===== src/rtl/mips_ctrl_pkg.sv =====
// mips_ctrl_pkg
// Shared encodings for the multicycle MIPS controller and its ALU:
// FSM state enum, opcode/funct constants, the ALUOp enum and the
// ALUControl codes the datapath ALU understands.
package mips_ctrl_pkg;

    typedef enum logic [3:0] {
        S_FETCH   = 4'd0,
        S_DECODE  = 4'd1,
        S_MEMADR  = 4'd2,
        S_MEMRD   = 4'd3,
        S_MEMWB   = 4'd4,
        S_MEMWR   = 4'd5,
        S_RTYPEEX = 4'd6,
        S_RTYPEWB = 4'd7,
        S_BEQEX   = 4'd8,
        S_ADDIEX  = 4'd9,
        S_ADDIWB  = 4'd10,
        S_JEX     = 4'd11
    } state_t;

    localparam logic [5:0] OP_RTYPE = 6'b000000;
    localparam logic [5:0] OP_LW    = 6'b100011;
    localparam logic [5:0] OP_SW    = 6'b101011;
    localparam logic [5:0] OP_BEQ   = 6'b000100;
    localparam logic [5:0] OP_ADDI  = 6'b001000;
    localparam logic [5:0] OP_J     = 6'b000010;

    localparam logic [5:0] FN_ADD = 6'b100000;
    localparam logic [5:0] FN_SUB = 6'b100010;
    localparam logic [5:0] FN_AND = 6'b100100;
    localparam logic [5:0] FN_OR  = 6'b100101;
    localparam logic [5:0] FN_SLT = 6'b101010;

    typedef enum logic [1:0] {
        ALUOP_ADD   = 2'b00,
        ALUOP_SUB   = 2'b01,
        ALUOP_FUNCT = 2'b10
    } aluop_t;

    localparam logic [2:0] ALUC_AND  = 3'b000;
    localparam logic [2:0] ALUC_OR   = 3'b001;
    localparam logic [2:0] ALUC_ADD  = 3'b010;
    localparam logic [2:0] ALUC_RSV3 = 3'b011;
    localparam logic [2:0] ALUC_SUB  = 3'b110;
    localparam logic [2:0] ALUC_SLT  = 3'b111;

endpackage


===== src/rtl/mips_alu_decoder.sv =====
// mips_alu_decoder
// Combinational ALU-control decode.
//   ALUOp      in  : add / sub / funct request from the FSM
//   Funct      in  : R-type function field IR[5:0]
//   ALUControl out : 3-bit ALU operation code
module mips_alu_decoder
    import mips_ctrl_pkg::*;
(
    input  aluop_t      ALUOp,
    input  logic [5:0]  Funct,
    output logic [2:0]  ALUControl
);

    // Map the FSM request (and for R-type the funct field) to an ALU code;
    // unknown funct values fall back to add so the ALU never sees junk.
    always_comb begin
        ALUControl = ALUC_ADD;
        case (ALUOp)
            ALUOP_ADD: ALUControl = ALUC_ADD;
            ALUOP_SUB: ALUControl = ALUC_SUB;
            ALUOP_FUNCT: begin
                case (Funct)
                    FN_ADD:  ALUControl = ALUC_ADD;
                    FN_SUB:  ALUControl = ALUC_SUB;
                    FN_AND:  ALUControl = ALUC_AND;
                    FN_OR:   ALUControl = ALUC_OR;
                    FN_SLT:  ALUControl = ALUC_SLT;
                    default: ALUControl = ALUC_ADD;
                endcase
            end
            default: ALUControl = ALUC_ADD;
        endcase
    end

endmodule


===== src/rtl/mips_multicycle_ctrl.sv =====
// mips_multicycle_ctrl
// Moore FSM controller for a multicycle MIPS datapath (lw, sw, R-type,
// beq, addi, j) plus the ALU-control decode.
//   clk, reset (async, active-high)
//   Op, Funct   : instruction fields; Zero : ALU zero flag
//   IorD, MemWrite, IRWrite, RegDst, MemtoReg, RegWrite, ALUSrcA,
//   ALUSrcB[1:0], PCSrc[1:0], ALUControl[2:0], PCEn : datapath controls
//   State[3:0]  : current FSM state, for debug
module mips_multicycle_ctrl
    import mips_ctrl_pkg::*;
(
    input  logic        clk,
    input  logic        reset,
    input  logic [5:0]  Op,
    input  logic [5:0]  Funct,
    input  logic        Zero,
    output logic        IorD,
    output logic        MemWrite,
    output logic        IRWrite,
    output logic        RegDst,
    output logic        MemtoReg,
    output logic        RegWrite,
    output logic        ALUSrcA,
    output logic [1:0]  ALUSrcB,
    output logic [1:0]  PCSrc,
    output logic [2:0]  ALUControl,
    output logic        PCEn,
    output logic [3:0]  State
);

    state_t      state_q;
    state_t      state_d;
    aluop_t      aluop_s;
    logic        branch_s;
    logic        pcwrite_s;
    logic        illegal_s;
    logic [2:0]  dec_aluc_s;

    // State register; reset forces FETCH without waiting for a clock edge.
    always_ff @(posedge clk or posedge reset) begin
        if (reset) begin
            state_q <= S_FETCH;
        end else begin
            state_q <= state_d;
        end
    end

    // Next-state and Moore output decode; every output defaults to 0.
    always_comb begin
        state_d   = S_FETCH;
        IorD      = 1'b0;
        MemWrite  = 1'b0;
        IRWrite   = 1'b0;
        RegDst    = 1'b0;
        MemtoReg  = 1'b0;
        RegWrite  = 1'b0;
        ALUSrcA   = 1'b0;
        ALUSrcB   = 2'b00;
        PCSrc     = 2'b00;
        aluop_s   = ALUOP_ADD;
        branch_s  = 1'b0;
        pcwrite_s = 1'b0;
        illegal_s = 1'b0;
        case (state_q)
            S_FETCH: begin
                ALUSrcB   = 2'b01;
                IRWrite   = 1'b1;
                pcwrite_s = 1'b1;
                state_d   = S_DECODE;
            end
            S_DECODE: begin
                // ALU precomputes the branch target while the opcode is decoded
                ALUSrcB = 2'b11;
                case (Op)
                    OP_LW, OP_SW: state_d = S_MEMADR;
                    OP_RTYPE:     state_d = S_RTYPEEX;
                    OP_BEQ:       state_d = S_BEQEX;
                    OP_ADDI:      state_d = S_ADDIEX;
                    OP_J:         state_d = S_JEX;
                    default:      state_d = S_FETCH;
                endcase
            end
            S_MEMADR: begin
                ALUSrcA = 1'b1;
                ALUSrcB = 2'b10;
                if (Op == OP_LW) begin
                    state_d = S_MEMRD;
                end else begin
                    state_d = S_MEMWR;
                end
            end
            S_MEMRD: begin
                IorD    = 1'b1;
                state_d = S_MEMWB;
            end
            S_MEMWB: begin
                MemtoReg = 1'b1;
                RegWrite = 1'b1;
                state_d  = S_FETCH;
            end
            S_MEMWR: begin
                IorD     = 1'b1;
                MemWrite = 1'b1;
                state_d  = S_FETCH;
            end
            S_RTYPEEX: begin
                ALUSrcA = 1'b1;
                aluop_s = ALUOP_FUNCT;
                state_d = S_RTYPEWB;
            end
            S_RTYPEWB: begin
                RegDst   = 1'b1;
                RegWrite = 1'b1;
                state_d  = S_FETCH;
            end
            S_BEQEX: begin
                ALUSrcA  = 1'b1;
                aluop_s  = ALUOP_SUB;
                PCSrc    = 2'b01;
                branch_s = 1'b1;
                state_d  = S_FETCH;
            end
            S_ADDIEX: begin
                ALUSrcA = 1'b1;
                ALUSrcB = 2'b10;
                state_d = S_ADDIWB;
            end
            S_ADDIWB: begin
                RegWrite = 1'b1;
                state_d  = S_FETCH;
            end
            S_JEX: begin
                PCSrc     = 2'b10;
                pcwrite_s = 1'b1;
                state_d   = S_FETCH;
            end
            default: begin
                // Encodings 12-15: recover to FETCH with everything quiet
                illegal_s = 1'b1;
                state_d   = S_FETCH;
            end
        endcase
    end

    mips_alu_decoder u_alu_decoder (
        .ALUOp      (aluop_s),
        .Funct      (Funct),
        .ALUControl (dec_aluc_s)
    );

    // Illegal states also silence ALUControl, which otherwise idles at add.
    assign ALUControl = illegal_s ? 3'b000 : dec_aluc_s;
    assign PCEn       = pcwrite_s | (branch_s & Zero);
    assign State      = state_q;

endmodule


===== config.mk =====
export PLATFORM = sky130hd
export DESIGN_NAME = mips_multicycle_ctrl
export DESIGN_NICKNAME = d
export VERILOG_FILES = /design/src/rtl/mips_ctrl_pkg.sv /design/src/rtl/mips_alu_decoder.sv /design/src/rtl/mips_multicycle_ctrl.sv
export SDC_FILE = /design/constraint.sdc
export NUM_CORES = 1
export LEC_CHECK = 0
export CAP_MARGIN = 20
export CORE_MARGIN = 4
export CORE_UTILIZATION = 32
export DETAILED_ROUTE_END_ITERATION = 8
export HOLD_SLACK_MARGIN = 0.02
export PLACE_DENSITY = 0.74
export SLEW_MARGIN = 5
export SYNTH_ARGS = -nofsm -noshare
export SYNTH_HDL_FRONTEND = slang
export SYNTH_SLANG_ARGS = --single-unit

===== constraint.sdc =====
create_clock -name clk -period 2 [get_ports clk]
set_input_delay 0.4 -clock clk [delete_from_list [all_inputs] [get_ports clk]]
set_output_delay 0.4 -clock clk [all_outputs]
set_load 0.01 [all_outputs]

==> results.json <==
{
  "status": "finished with violations",
  "violations": "setup timing",
  "min_path_type": "in2async",
  "clkTransAtPathRegs_ns": 0.04,
  "busiest_layer": "met2",
  "p_sw_share_pct": 40.4,
  "relSlewSlack_pct": 76.5,
  "critPathTopFamily": "simple AND/OR/NAND/NOR gates",
  "synth_area_sq_um": 541,
  "core.rowCount": 14,
  "worst-path-stages": 7,
  "fin_crit_ns": 2.18,
  "wl_microns": 1850,
  "yosysTopAreaCellShare_pct": 18.5,
  "arrival_ns": 1.78,
  "critical_path_class": "reg2out",
  "netlist_top_cells_area": "dfrtp_1, ha_1, nand2b_1, nor3_1, inv_1",
  "irDropWorstVdd_uv": 513,
  "ys_warn_count": 0,
  "layout_common_cells": "clkdlybuf4s50_1, buf_4, dlygate4sd2_1",
  "antenna_left": 0,
  "grt_pass1_wl_microns": 3020,
  "grt_max_degree": 17,
  "grt-ovfl-total": 0,
  "vias": 742,
  "max_stage_delay_ns": 0.41,
  "ys_seq_area_share_pct": 18.5,
  "worstMarginPinSlew_ns": 0.352,
  "p_seq_share_pct": 14.3,
  "cts_sinks": 4,
  "dpl-instance-area_sq_um": 1010,
  "layout.nets": 140,
  "gp_congestion": 0.866,
  "cts_buffers": 3,
  "drt-wirelength-per-cell_microns": 13.4,
  "die_w_microns": 49.1,
  "dr.first_iter.drc_count": 4,
  "r2r_setup_slack_ns": 0.54,
  "fillCellCount": 139,
  "largest_register_ffs": 4,
  "drc": 0,
  "ys.flop_type": "dfrtp_1",
  "place.port_buffers": 33,
  "crit_path_end_kind": "primary output",
  "htreeDepth": 1,
  "synth_cells": 73,
  "slowest_stage": "dfrtp_2",
  "fin_skew_ns": 0.0000568,
  "diodes": 0,
  "p_comb_share_pct": 71.6,
  "clock_path_buffers": 2,
  "firstDrtPassIters": 4,
  "coreArea_sq_um": 1560,
  "syn_to_final_growth_pct": 97.0,
  "synth_nets": 90,
  "whs_ns": 0.338,
  "p_leak_nw": 0.475,
  "grtUsageMet2_pct": 29.7,
  "yosys.area.top_type": "dfrtp_1",
  "worst_slack_ns": -0.182,
  "r2r_end": "State[2]$_DFF_PP0_",
  "use_met1_pct": 16.0,
  "antenna_found_initial": 0,
  "synth_seq_cells": 4,
  "design_area_sq_um": 1060,
  "worstSkewPairLatency_ns": 0.24,
  "hold_viol_final": 0,
  "dieArea_sq_um": 2410,
  "crit_top_cell": "a21oi_2",
  "dpl.hpwl_microns": 1500,
  "met3_usage_pct": 2.45,
  "first_global_vias": 723,
  "fmax_mhz": 458,
  "synth_edf_count": 0,
  "ctsRootBufferMaster": "clkbuf_4",
  "rr_worst_depth": 3,
  "cp_num_buf_inv": 1,
  "ys_async_sr_fraction_pct": 100,
  "start_util_pct": 34.7,
  "post_cts_buffers": 0,
  "intPower_mw": 0.482,
  "drv_cap": 0,
  "finalSetupViolCount": 4,
  "ctsHoldBuffers": 0,
  "avgSynthCellArea_sq_um": 7.40,
  "die_h_microns": 49.1,
  "fin_tns_setup_ns": -0.514,
  "crit_chain": "nand2b_4 -> or3_4 -> ha_4 -> a21oi_2 -> nand2_1 -> a21oi_2 -> buf_2",
  "ios": 34,
  "worstSetupStartpoint": "State[2]$_DFF_PP0_",
  "grt.total_usage_pct": 16.2,
  "fin_util_pct": 68.3,
  "fin_crit_sh_pct": 109,
  "start_kind": "flop",
  "power_density_nw_per_um2": 761,
  "required_ns": 1.60,
  "drive_gt1_share_pct": 32.8,
  "rr_startpoint": "State[2]$_DFF_PP0_",
  "cts_tree": "yes",
  "multi_input_area_sq_um": 459,
  "seq_area_sq_um": 101,
  "vias_per_cell": 5.38,
  "synth_cell_type_count": 33,
  "crit_path_max_fanout": 2,
  "power_switching_mw": 0.327,
  "endpoint": "ALUControl[0]",
  "rsz0062_at_grt": "true",
  "final_common_cell": "clkdlybuf4s50_1",
  "slew_viol_final": 0,
  "clockPowerShare_pct": 14.1
}
-- repair_timing --
item / in CTS / in global routing
endpoints found under the setup margin: 13 / 8
pin swaps: 2 / 0
resized for setup: 30 / 8
-- worst min path at each step --
stage	startpoint	endpoint	cells after the start
4_1_cts	reset	State[1]$_DFF_PP0_	2
6_report	reset	State[1]$_DFF_PP0_	2
2_1_floorplan	reset	State[0]$_DFF_PP0_	1
5_1_grt	reset	State[1]$_DFF_PP0_	2
3_5_place_dp	reset	State[1]$_DFF_PP0_	2
3_3_place_gp	reset	State[1]$_DFF_PP0_	2
-- power by group through the flow --
stage	clock network, mW	logic [mW]	registers [mW]
floorplan	0	0.259	0.134
detailed placement	0	0.593	0.115
finish	0.114	0.580	0.116
global route	0.119	0.629	0.119
global placement	0	0.586	0.115
CTS	0.117	0.581	0.116
-- routing by layer --
metal | part of all wire (%) | vias up
met5 | 0 | -
met2 | 53 | 25
met3 | 5.4 | 6
met4 | 3.2 | 0
li1 | - | 371
met1 | 38 | 340
-- logic make-up (layout without fill, tap and decap cells) --
logic type                 after synthesis  after routing  share of synthesized area [%]
muxes                                    1              1                           1.85
buffers and inverters                   10             59                           7.17
DFF                                      4              4                           18.5
and+or+nand+nor                         36             36                           41.0
AOI/OAI and AO/OA                       18             18                           23.6
adders and majority gates                2              2                           4.63
xor gates and xnor gates                 2              2                           3.24
-- metrics by stage --
| step | power, mW | setup WS [ns] | cells |
|---|---|---|---|
| global placement | 0.701 | -0.514 | 134 |
| floorplan | 0.393 | 0.00153 | 73 |
| detailed placement | 0.708 | -0.561 | 134 |
| CTS | 0.814 | -0.189 | 138 |
| finish | 0.810 | -0.182 | 138 |
| global route | 0.867 | -0.249 | 138 |
-- cell type report --
class / instances / area share, %
repair buffers: 49 / 40.9
flip-flops and latches: 4 / 9.52
clock buffers: 4 / 2.47
inverters: 6 / 2.12
multi-input cells: 59 / 43.1
well taps: 16 / 1.88
-- cells in the mapped netlist (2+ instances only) --
cell type,n
inv_1,6
nor2_1,6
nor3_1,5
a21oi_1,4
dfrtp_1,4
nand2b_1,4
nand3_1,4
clkbuf_1,3
nand2_1,3
nor4_1,3
o21ai_0,3
a211oi_1,2
ha_1,2
nor2b_1,2
o211ai_1,2
or3_1,2
or3b_2,2
Power figures use the tool's default switching activity.
